==> src/rtl/async_handshake_sink.sv <==
// Receive side of a toggle-handshake CDC. Each request toggle produces one captured word
// on a valid/ready port, and an acknowledge toggle is returned once that word is consumed.
module async_handshake_sink #(
  parameter int WIDTH = 32,
  parameter int DEPTH = 3
) (
  input  logic             clock,
  input  logic             reset,
  input  logic             io_req_toggle,
  input  logic [WIDTH-1:0] io_data,
  output logic             io_ack_toggle,
  output logic             io_deq_valid,
  input  logic             io_deq_ready,
  output logic [WIDTH-1:0] io_deq_bits,
  output logic             io_protocol_error
);

  localparam logic [0:0] IDLE = 1'b0;
  localparam logic [0:0] HOLD = 1'b1;

  logic [DEPTH-1:0] sync_reg;
  logic             sync_out;
  logic             sync_prev_reg;
  logic             req_seen_reg;
  logic             ack_reg;
  logic [0:0]       state_reg;
  logic [WIDTH-1:0] bits_reg;
  logic             error_reg;
  logic             pending;
  logic             fire;

  // Plain flop chain with no logic between stages, so the tools can treat it as a synchronizer.
  always_ff @(posedge clock or posedge reset) begin
    if (reset) begin
      sync_reg <= '0;
    end else begin
      sync_reg <= {sync_reg[DEPTH-2:0], io_req_toggle};
    end
  end

  assign sync_out     = sync_reg[DEPTH-1];
  assign pending      = sync_out ^ req_seen_reg;
  assign io_deq_valid = (state_reg == HOLD);
  assign fire         = io_deq_valid && io_deq_ready;

  always_ff @(posedge clock or posedge reset) begin
    if (reset) begin
      state_reg     <= IDLE;
      req_seen_reg  <= 1'b0;
      ack_reg       <= 1'b0;
      bits_reg      <= '0;
      error_reg     <= 1'b0;
      sync_prev_reg <= 1'b0;
    end else begin
      sync_prev_reg <= sync_out;
      // A second toggle arriving while a word is still held means the source skipped the ack.
      if (state_reg == HOLD && sync_out != sync_prev_reg) begin
        error_reg <= 1'b1;
      end
      case (state_reg)
        IDLE: begin
          if (pending) begin
            bits_reg  <= io_data;
            state_reg <= HOLD;
          end
        end
        default: begin
          if (fire) begin
            ack_reg      <= ~ack_reg;
            req_seen_reg <= ~req_seen_reg;
            state_reg    <= IDLE;
          end
        end
      endcase
    end
  end

  assign io_ack_toggle     = ack_reg;
  assign io_deq_bits       = bits_reg;
  assign io_protocol_error = error_reg;

endmodule

==> config.mk <==
export PLATFORM = sky130hd
export DESIGN_NAME = async_handshake_sink
export DESIGN_NICKNAME = d
export VERILOG_FILES = /design/src/rtl/async_handshake_sink.sv
export SDC_FILE = /design/constraint.sdc
export NUM_CORES = 1
export LEC_CHECK = 0
export CELL_PAD_IN_SITES_DETAIL_PLACEMENT = 1
export CELL_PAD_IN_SITES_GLOBAL_PLACEMENT = 2
export CORE_ASPECT_RATIO = 1.75
export CORE_UTILIZATION = 24
export CTS_BUF_LIST = sky130_fd_sc_hd__clkbuf_8
export CTS_CLUSTER_DIAMETER = 120
export DETAILED_ROUTE_END_ITERATION = 10
export GPL_TIMING_DRIVEN = 1
export PLACE_DENSITY = 0.82
export SYNTH_ARGS = -nofsm -noshare
export SYNTH_HDL_FRONTEND = slang
export SYNTH_SLANG_ARGS = --single-unit
==> constraint.sdc <==
create_clock -name clock -period 1.6 [get_ports clock]
set_clock_uncertainty 0.2 [all_clocks]
set_input_delay 0.24 -clock clock [delete_from_list [all_inputs] [get_ports clock]]
set_output_delay 0.24 -clock clock [all_outputs]
set_load 0.02 [all_outputs]
==> summary.txt <==
Placement
  • Pre-CTS WS: -5.22 ps
  • Cell area after placement: 2300 um2
  • Port Buf Inserts: 70
  • DPL Wire Length: 2750 um
  • GPL Wtd Cong: 0.614

Power and ir drop
  • Final Power: 4.83 mW
  • Peak supply drop: 0.000759 V
  • Power Dens Cells: 2030 nW/um2
  • Leakage power: 1.03 nW

Synthesis
  • Mapped Avg Cell Area: 17.5 um2
  • Post-Synthesis Cells: 84
  • Net count after synthesis: 120
  • Sequential share of the synthesized area: 67.9%
  • Cell Area, Synth: 1470 um2
  • Unique masters post-synth: 12
  • YS warnings: 0
  • #FFs+latches synth: 40

Final layout
  • Diodes inserted: 0
  • Commonest non-fill, non-tap cells in the layout: 39 x dfrtp_1, 35 x clkdlybuf4s50_1, 35 x dlygate4sd2_1
  • Fillers: 639
  • Layout cells sized above 1: 25.8%
  • Largest register FFs: 32
  • Most common cell after layout, fill and taps aside: dfrtp_1
  • Layout overhead on the synthesized area: 61.1%
  • # nets final: 198
  • Final Cell Area: 2370 um2

Routing
  • DR iter-0 viols: 10
  • Pre-antenna DRT Iters: 3
  • Vias per cell: 4.09
  • Routed WL: 3520 um
  • Drt wl/cell: 14.6 um
  • Antenna Nets Post-Route: 0
  • DRC: 0
  • DR vias: 986

Setup path
  • Worst r2r src: req_seen_reg$_DFFE_PP0P_
  • Depth of the most critical reg-to-reg path: 4
  • Worst Setup SP: req_seen_reg$_DFFE_PP0P_
  • Crit. End Element: register
  • Worst Setup Start Kind: register
  • Reg2reg end: io_deq_bits[10]$_DFFE_PP0P_
  • Crit-path max FO: 18
  • CP required: 1560 ps
  • R2r setup slk: 30 ps
  • Arrival time at the worst endpoint: 1540 ps
  • Crit Path Category: reg -> reg

Run status
  • Outcome: finished, final reports clean

CTS
  • Worst-path clk slew: 80 ps
  • CTS tree: yes
  • Worst-Skew Late Latency: 280 ps
  • Clk root buf: clkbuf_8
  • Clk sinks: 40
  • Clk buf depth: 2
  • H-tree depth: 2
  • Cts bufs inserted: 5
  • Hold_buf cts: 0

Floorplan
  • Initial Util: 25.1%
  • Core Box Area: 5880 um2
  • Chip Height: 106 um
  • FP Rows: 37
  • Die W: 61.2 um
  • Area of the die: 6470 um2
  • Ports: 71

Worst hold path
  • Min-Delay Path Class: in -> async

Job
  • Max Cap Viol: 0

Timing
  • Final setup viols: 0
  • Part of the cycle the worst path needs: 98.4%
  • Fmax: 635 MHz
  • Worst-margin pin slew: 251 ps
  • Final hold violation count: 0
  • Slack of the critical path: 25.2 ps
  • Setup tns final: 0 ps
  • Tmin final: 1570 ps
  • RSZ-0062 raised after global routing: true
  • Max-Slew Margin vs Limit: 83.4%
  • Max-slew violation count: 0

Global route
  • Met1 Use GR: 10.6%
  • Initial antenna violation count: 0
  • GRT Util Overall: 12.2%
  • Global routing's busiest layer: met2
  • Vias in the first global route: 1190
  • M2 GR Usage: 23.1%
  • First-pass GRT wire length: 5620 um
  • M3 GR Usage: 3.31%
  • Largest net degree at the start of global routing: 41
  • Total grt overflow: 0
[worst max path at each step]
stage | endpoint | slack [ps] | cells after the start
floorplan | io_deq_bits[0]$_DFFE_PP0P_ | 80 | 4
global placement | io_deq_bits[2]$_DFFE_PP0P_ | 40 | 4
detailed placement | io_deq_bits[7]$_DFFE_PP0P_ | -5 | 4
CTS | io_deq_valid | 10 | 1
global route | io_deq_bits[11]$_DFFE_PP0P_ | -30 | 4
finish | io_deq_bits[10]$_DFFE_PP0P_ | 30 | 4
[synth_stat cells]
master	count	area share, %
a21o_1	1	0.51
mux2_1	4	3.1
mux2_2	28	21
inv_1	1	0.25
dfrtp_1	40	68
nor2_4	1	0.76
xnor2_1	2	1.2
mux2i_1	1	0.68
xnor2_2	1	1.1
xor2_1	1	0.59
nand2_1	1	0.25
buf_6	3	2.3
[worst max-delay path, stage by stage (launching register included)]
cell     delay, ps
dfrtp_1        420
xnor2_2        170
nor2_4         150
buf_12         180
mux2_2         340
[stage by stage]
step           utilization, %  hold WS [ps]  cells
2_1_floorplan               -          71.4     84
3_3_place_gp             39.1           132    232
3_5_place_dp             39.1           145    232
4_1_cts                  40.3           117    241
5_1_grt                  40.4           132    241
6_report                 40.4           112    241
[timing repair]
action / CTS / global route
gates resized for setup: 35 / 2
endpoints found under the setup margin: 39 / 21
buffers inserted: 1 / 0
cloned: 0 / 0
[kinds of logic (layout without fill, tap and decap cells)]
kind of cell              Yosys count  count (layout)  share of synthesized area, %
DFF                                40              40                          67.9
muxes                              33              33                          25.1
xor gates and xnor gates            4               4                          2.89
buffers and inverters               4              83                          2.55
and+or+nand+nor                     2               2                          1.02
AOI/OAI and AO/OA                   1               1                         0.510
[where the power goes]
group	internal (mW)	switching, mW
logic	1.15	1.14
clock network	0.456	0.325
registers	1.49	0.263
total	3.10	1.73
[area by class of cell]
| type | instances | area [um2] | area share (%) |
|---|---|---|---|
| multi-input cells | 40 | 439 | 18.5 |
| inverters | 1 | 3.75 | 0.158 |
| repair buffers | 74 | 724 | 30.5 |
| well taps | 78 | 97.6 | 4.11 |
| clock inverters | 3 | 38.8 | 1.63 |
| clock buffers | 5 | 68.8 | 2.90 |
| flip-flops and latches | 40 | 1000 | 42.2 |
[per-layer routing]
layer	vias to the layer above	share of wire (%)
li1	442	-
met1	494	30
met2	44	62
met3	6	6.0
met4	0	2.5
met5	-	0
(Power assumes the default switching activity.)
